## src/rtl/video_pattern_gen.sv

```systemverilog
// Composite-video test-pattern generator with raster timing,
// four selectable patterns and a first-order delta-sigma DAC.
module video_pattern_gen #(
  parameter DW          = 10,
  parameter H_TOTAL     = 780,
  parameter V_TOTAL     = 263,
  parameter H_SYNC      = 58,
  parameter H_ACT_START = 128,
  parameter H_ACT_LEN   = 640,
  parameter V_SYNC      = 3,
  parameter V_ACT_START = 21,
  parameter V_ACT_LEN   = 240,
  parameter PEDE        = 205,
  parameter BAR_STEP    = 85
) (
  input  logic          CK_i,
  input  logic          RST_i,
  input  logic          CK_EE_i,
  input  logic [1:0]    MODE_i,
  input  logic [DW-1:0] LEVEL_i,
  output logic [DW-1:0] VIDEOs_o,
  output logic          VIDEO_o,
  output logic          XSYNC_o,
  output logic          XBLK_o,
  output logic [7:0]    FCTRs_o,
  output logic          FRAME_START_o
);

  localparam HW = $clog2(H_TOTAL);
  localparam VW = $clog2(V_TOTAL);
  localparam BW = H_ACT_LEN / 8;

  logic [HW-1:0] hctr;
  logic [VW-1:0] vctr;
  logic [7:0]    fctr;
  logic [1:0]    mode_l;

  logic        h_end;
  logic        v_end;
  logic        at_origin;
  logic [31:0] h32;
  logic [31:0] v32;
  logic [15:0] x0;
  logic [7:0]  y0;
  logic        sync0;
  logic        act0;

  assign h_end     = hctr == HW'(H_TOTAL - 1);
  assign v_end     = vctr == VW'(V_TOTAL - 1);
  assign at_origin = (hctr == '0) && (vctr == '0);
  assign h32       = 32'(hctr);
  assign v32       = 32'(vctr);
  assign x0        = 16'(h32 - H_ACT_START);
  assign y0        = 8'(v32 - V_ACT_START);

  always_comb begin
    sync0 = 1'b0;
    if (v32 < V_SYNC)
      sync0 = h32 < (H_TOTAL - H_SYNC);
    else
      sync0 = h32 < H_SYNC;
    act0 = (h32 >= H_ACT_START) &&
           (h32 < H_ACT_START + H_ACT_LEN) &&
           (v32 >= V_ACT_START) &&
           (v32 < V_ACT_START + V_ACT_LEN);
  end

  always_ff @(posedge CK_i) begin
    if (RST_i) begin
      hctr   <= '0;
      vctr   <= '0;
      fctr   <= '0;
      mode_l <= '0;
    end else if (CK_EE_i) begin
      if (at_origin)
        mode_l <= MODE_i;
      if (h_end) begin
        hctr <= '0;
        if (v_end) begin
          vctr <= '0;
          fctr <= fctr + 8'd1;
        end else begin
          vctr <= vctr + VW'(1);
        end
      end else begin
        hctr <= hctr + HW'(1);
      end
    end
  end

  logic        s1_sync;
  logic        s1_act;
  logic        s1_first;
  logic [7:0]  s1_xh;
  logic [7:0]  s1_y;
  logic [7:0]  s1_f;
  logic [15:0] s1_bpix;
  logic [2:0]  s1_bar;

  // Bar index runs free outside the active area; it restarts at x=0.
  always_ff @(posedge CK_i) begin
    if (RST_i) begin
      s1_sync  <= 1'b0;
      s1_act   <= 1'b0;
      s1_first <= 1'b0;
      s1_xh    <= '0;
      s1_y     <= '0;
      s1_f     <= '0;
      s1_bpix  <= '0;
      s1_bar   <= '0;
    end else if (CK_EE_i) begin
      s1_sync  <= sync0;
      s1_act   <= act0;
      s1_first <= at_origin;
      s1_xh    <= x0[8:1];
      s1_y     <= y0;
      s1_f     <= fctr;
      if (x0 == '0) begin
        s1_bpix <= '0;
        s1_bar  <= '0;
      end else if (s1_bpix == 16'(BW - 1)) begin
        s1_bpix <= '0;
        s1_bar  <= s1_bar + 3'd1;
      end else begin
        s1_bpix <= s1_bpix + 16'd1;
      end
    end
  end

  logic [7:0]    ramp;
  logic [DW-1:0] pat;
  logic [DW:0]   sum;
  logic [DW-1:0] lvl;

  always_comb begin
    ramp = s1_xh + s1_y + s1_f;
    pat  = '0;
    unique case (mode_l)
      2'd0: pat = DW'({ramp, 1'b0});
      2'd1: pat = DW'(32'(s1_bar) * BAR_STEP);
      2'd2: pat = LEVEL_i;
      2'd3: pat = (s1_xh[4] ^ s1_y[5] ^ s1_f[0]) ?
                  DW'(7 * BAR_STEP) : '0;
    endcase
    sum = {1'b0, pat} + (DW+1)'(PEDE);
    lvl = DW'(PEDE);
    if (s1_sync)
      lvl = '0;
    else if (s1_act)
      lvl = sum[DW] ? '1 : sum[DW-1:0];
  end

  always_ff @(posedge CK_i) begin
    if (RST_i) begin
      VIDEOs_o      <= DW'(PEDE);
      XSYNC_o       <= 1'b1;
      XBLK_o        <= 1'b0;
      FCTRs_o       <= '0;
      FRAME_START_o <= 1'b0;
    end else if (CK_EE_i) begin
      VIDEOs_o      <= lvl;
      XSYNC_o       <= ~s1_sync;
      XBLK_o        <= s1_act;
      FCTRs_o       <= s1_f;
      FRAME_START_o <= s1_first;
    end
  end

  logic [DW:0] acc;

  // The modulator runs on every clock so the DAC never stalls.
  always_ff @(posedge CK_i) begin
    if (RST_i) begin
      acc     <= '0;
      VIDEO_o <= 1'b0;
    end else begin
      acc     <= {1'b0, acc[DW-1:0]} + {1'b0, VIDEOs_o};
      VIDEO_o <= acc[DW];
    end
  end

endmodule

```

## config.mk

```make
export PLATFORM = sky130hd
export DESIGN_NAME = video_pattern_gen
export DESIGN_NICKNAME = d
export VERILOG_FILES = /design/src/rtl/video_pattern_gen.sv
export SDC_FILE = /design/constraint.sdc
export NUM_CORES = 1
export LEC_CHECK = 0
export CAP_MARGIN = 20
export CELL_PAD_IN_SITES_DETAIL_PLACEMENT = 1
export CELL_PAD_IN_SITES_GLOBAL_PLACEMENT = 1
export CORE_ASPECT_RATIO = 1.1
export CORE_MARGIN = 5
export CORE_UTILIZATION = 41
export CTS_CLUSTER_DIAMETER = 100
export DETAILED_ROUTE_END_ITERATION = 12
export PLACE_DENSITY = 0.75
export SYNTH_ARGS = -nofsm -noshare
export SYNTH_HDL_FRONTEND = slang
export SYNTH_SLANG_ARGS = --single-unit
```

## constraint.sdc

```tcl
create_clock -name CK_i -period 2.75 [get_ports CK_i]
set_input_delay 0.825 -clock CK_i [delete_from_list [all_inputs] [get_ports CK_i]]
set_output_delay 0.825 -clock CK_i [all_outputs]
set_load 0.01 [all_outputs]
```

Word-level counts from Yosys, hierarchy flattened:

Cells that the tools add are included.

* equality and inequality tests: 6
* reduce and logical (&&, ||, !) cells: 13
* $mul: 1
* magnitude comparators: 7
* add/sub/neg operators: 11
* bitwise logic cells: 3
* muxes and demuxes: 12

Operators by type and width (number)
* two-way mux 10 bit: 5
* one-hot mux 10 bit (4 select lines): 1
* two-way mux 16 bit: 2
* < comparator 10 bit, second input constant: 2
* adder 16 x 1 -> 16 bit, second input constant: 1
* adder 8 bit: 2
* == test 16 x 7 -> 1 bit, second input constant: 1
* zero test 16 bit: 1
* adder 10 x 10 -> 11 bit: 1
* adder 10 x 8 -> 11 bit, second input constant: 1
* subtractor 10 x 8 -> 11 bit, second input constant: 1
* adder 10 x 1 -> 10 bit, second input constant: 1
* == test 10 bit, second input constant: 1
* >= comparator 10 x 8 -> 1 bit, second input constant: 1
* zero test 10 bit: 1
* < comparator 10 x 6 -> 1 bit, second input constant: 1
* multiplier 3 x 7 -> 10 bit, second input constant: 1
* adder 9 x 1 -> 9 bit, second input constant: 1
* == test 9 bit, second input constant: 1
* >= comparator 9 x 5 -> 1 bit, second input constant: 1
* zero test 9 bit: 1
* < comparator 9 x 2 -> 1 bit, second input constant: 1
* < comparator 9 bit, second input constant: 1
* two-way mux 9 bit: 1
* 14 further kinds: 22

* output and inout bits: 22
* word-level logic and storage cells: 72
* bits in registers: 108
* bits of input ports: 15

Logic depth before layout (Yosys ltp):

* depth after elaboration: 8
* gate-level depth with buffers: 12
* mapped depth without buffers: 12

Worst setup path before layout:

OpenSTA, ideal clock, no wires.

* kind: reg-to-reg
* start point: register s1_xh[1]
* end point: register VIDEOs_o[6]
* data arrival time: 2.858 ns
* required time: 2.628 ns
* cell stages (with the launch flop): 13
* clock period less this slack: 2.980 ns
* path buffers: 0
* library setup time: 0.122 ns
* slack: -0.230 ns
* path through: dfxtp_1 -> inv_1 -> fa_1 -> inv_1 -> ha_1 -> fa_1 -> mux2i_1 -> o2bb2ai_1 -> or3_1 -> nand3b_1 -> xor2_1 -> nand3_1 -> a221o_1

* longest elaborated chain between the ends: 7

Ends and longest elaborated chain
* start, declared: RTL line 94 `logic [7:0] s1_xh;`
* start signal, assigned: RTL line 115 `s1_xh <= x0[8:1];`
* adder 8 bit (2 in a row): RTL line 136 `ramp = s1_xh + s1_y + s1_f;`
* one-hot mux 10 bit (4 select lines): RTL line 138 `unique case (mode_l)`
* adder 10 x 8 -> 11 bit: RTL line 145 `sum = {1'b0, pat} + (DW+1)'(PEDE);`
* two-way mux 10 bit: RTL line 150 `lvl = sum[DW] ? '1 : sum[DW-1:0];`
* two-way mux 10 bit: RTL line 149 `else if (s1_act)`
* two-way mux 10 bit: RTL line 147 `if (s1_sync)`
* end signal, assigned: RTL line 155 `VIDEOs_o <= DW'(PEDE);`
* end signal, assigned: RTL line 161 `VIDEOs_o <= lvl;`
* end, declared: RTL line 21 `output logic [DW-1:0] VIDEOs_o,`

No other way between the ends.
A chain may end at the register's enable or synchronous reset.

Final worst setup path:

Ends and elaborated chain as after synthesis.

==> metrics <==
first drt pass iteration count=4; DP HPWL=11.2 mm; Area after DPL=6500 sq um; Setup CP Type=reg -> reg; Pint=2.51 mW; syn_area_per_cell=8.69 sq um; initial antenna violation count=1; max-capacitance violation count=0; Area contributors post-synth=dfxtp_1, ha_1, nor2_1; status=complete, but fails checks; I/O Buffers=36; CP Launch Type=flop; Peak Freq=320 MHz; area of the core=13,800 sq um; antenna cells=0; sequential share of power=48.1%; remaining routing DRC violations=0; Clk pwr share=36.4%; DIE WIDTH=123 microns; Yosys top cell by area=dfxtp_1; initial DRC count=219; design area=6990 sq um; clock skew=0.0104 ns; Worst Hold Depth=1; share of the synthesized area in the top cell type=37.6%; clk buf depth=2; DR WL/cell=17.0 microns; Via-to-Cell Ratio=5.30; overall routing resource usage=18.8%; Post-CTS Hold Fix Bufs=0; area grow syn2layout=21.6%; total gr overflow=0; Initial Util=41.7%; crit-path max FO=3; arrival time worst endpoint=3.38 ns; Die H=134 microns; Worst Hold Class=reg -> reg; io pins=37; Antenna Nets Post-Route=0; Relative slew margins=57.3%; row count=45; dpl ws=-0.530 ns; pin count of the biggest net entering global routing=44; Worst Path Required=3.00 ns; Netlist cell types=55; max-slew violations=0; clk_lat worst skew=0.36 ns; Final WS setup=-0.375 ns; TritonCTS clock tree=built; Least-Margin Pin Slew=0.635 ns; vias in the first global route=5,083; min Tclk post-route=3.12 ns; clock tree sinks=108; via count=4,857; sw power=937 uW; total CTS buffers=9; share of flip-flops with an asynchronous set or reset=0%; Post-Syn Area=5750 sq um; clock tree root buffer cell=clkbuf_16; LEAKAGE=2.92 nW; Die Area=16,500 sq um; RSZ-0062 raised after global routing=true; Fin. Hold Viols=0; Worst Reg2Reg Path Length in Cells=12; Final nets=783; Comb power frac=15.5%; first-pass GRT wire length=24.7 mm; failing checks=setup timing; #FFs+latches synth=108; Yosys warning total=0; Placer Congestion=0.869; routed wire length=15.5 mm; most common flop cell mapped by yosys=dfxtp_1; Post-synth EDFFs=0; pwr/cell area=494 nW/um^2; crit share post-route=114%; post-synthesis sequential area ratio=37.6%; switch share=27.1%; CTS clk-pin slew, worst paths=0.07 ns; syn_nets=720; endpoints failing setup=10; CTS H-Tree Depth=3; Worst setup EP type=flop; synth cell count leaders=dfxtp_1, nor2_1, nand2_1, mux2i_1, ha_1; Syn Inst Count=661; worst vdd ir=0.000248 V; share of cells above drive strength 1=13.7%
-- flip-flops by register name, summed over array words and instances, names as in the netlist, 9 cells and up --
| register | count |
|---|---|
| s1_bpix | 16 |
| acc | 11 |
| VIDEOs_o | 10 |
| hctr | 10 |
| vctr | 9 |
-- timing repair --
action                                  4_1_cts  5_1_grt
endpoints found under the setup margin       10       10
buffers inserted                              6        5
pin swaps                                    11       12
resized for setup                            19       17
endpoints found under the hold margin         0        0
-- worst max-delay path: stages, from the launching register on --
cell	delay, ns
dfxtp_2	0.35
inv_2	0.04
fa_1	0.54
inv_2	0.05
ha_4	0.15
fa_1	0.46
mux2i_2	0.21
o2bb2ai_2	0.08
or3_4	0.37
nand3b_1	0.21
xor2_1	0.18
nand3_1	0.09
a221o_1	0.30
-- power by group through the flow --
| stage | logic (mW) | clock network (mW) | registers [mW] |
|---|---|---|---|
| after floorplan | 0.335 | 0 | 1.69 |
| after global placement | 0.469 | 0 | 1.69 |
| after detailed placement | 0.491 | 0 | 1.70 |
| after CTS | 0.515 | 1.29 | 1.66 |
| after global routing | 0.590 | 1.36 | 1.67 |
| final | 0.534 | 1.26 | 1.66 |
-- worst paths after layout --
check        startpoint     endpoint  slack, ns
max            s1_xh[1]  VIDEOs_o[6]      -0.37
max reg2reg    s1_xh[1]  VIDEOs_o[6]      -0.37
min             acc[10]      VIDEO_o       0.46
min reg2reg     acc[10]      VIDEO_o       0.46
-- per-layer routing --
layer  track usage [%]  share of wire, %
met5                 0             0.045
met4              7.34               3.0
met3              2.66               2.3
met2              33.8                52
met1              22.3                43
-- cell families (layout without fill, tap and decap cells) --
logic type               Yosys count  after routing  synth area share, %
buffers and inverters             62            129                 4.20
multiplexers                      38             38                 6.86
flip-flops                       108            108                 37.6
AND/OR/NAND/NOR                  248            248                 20.2
AO/OA/AOI/OAI                    104            104                 11.4
adder cells (fa/ha/maj)           44             44                 10.8
XOR/XNOR                          57             57                 8.95
-- metrics by stage --
step / hold WS [ns] / utilization (%) / setup TNS [ns] / cells / total power, mW
3_5_place_dp: 0.450 / 47.2 / -4.35 / 892 / 2.19
4_1_cts: 0.460 / 49.9 / -2.86 / 912 / 3.47
5_1_grt: 0.463 / 50.6 / -4.38 / 916 / 3.62
6_report: 0.457 / 50.6 / -2.96 / 916 / 3.45
2_1_floorplan: 0.414 / - / -0.720 / 661 / 2.02
3_3_place_gp: 0.419 / 47.2 / -2.30 / 892 / 2.16
-- layout by cell type (no fill, tap or decap), types with 7 or more instances in the layout --
cell / instances
and3_1: 8
inv_1: 29
buf_4: 43
or3_1: 8
nor2_1: 108
dfxtp_1: 104
nand3_1: 12
nor2b_1: 7
mux2i_1: 35
clkbuf_16: 9
nand2b_1: 7
nor3_1: 9
nand4_1: 16
a21o_1: 7
fa_1: 9
xor2_1: 33
nand2_1: 51
clkdlybuf4s50_1: 34
xnor2_1: 22
a21oi_1: 32
o21ai_0: 16
ha_1: 34
-- layout make-up --
type	count	area [sq um]
repair buffers	82	716
well taps	188	235
inverters	32	120
flip-flops and latches	108	2170
multi-input cells	491	3460
clock buffers	10	239
fillers	1612	6810
clock inverters	5	45.0
(Power assumes the default switching activity.)
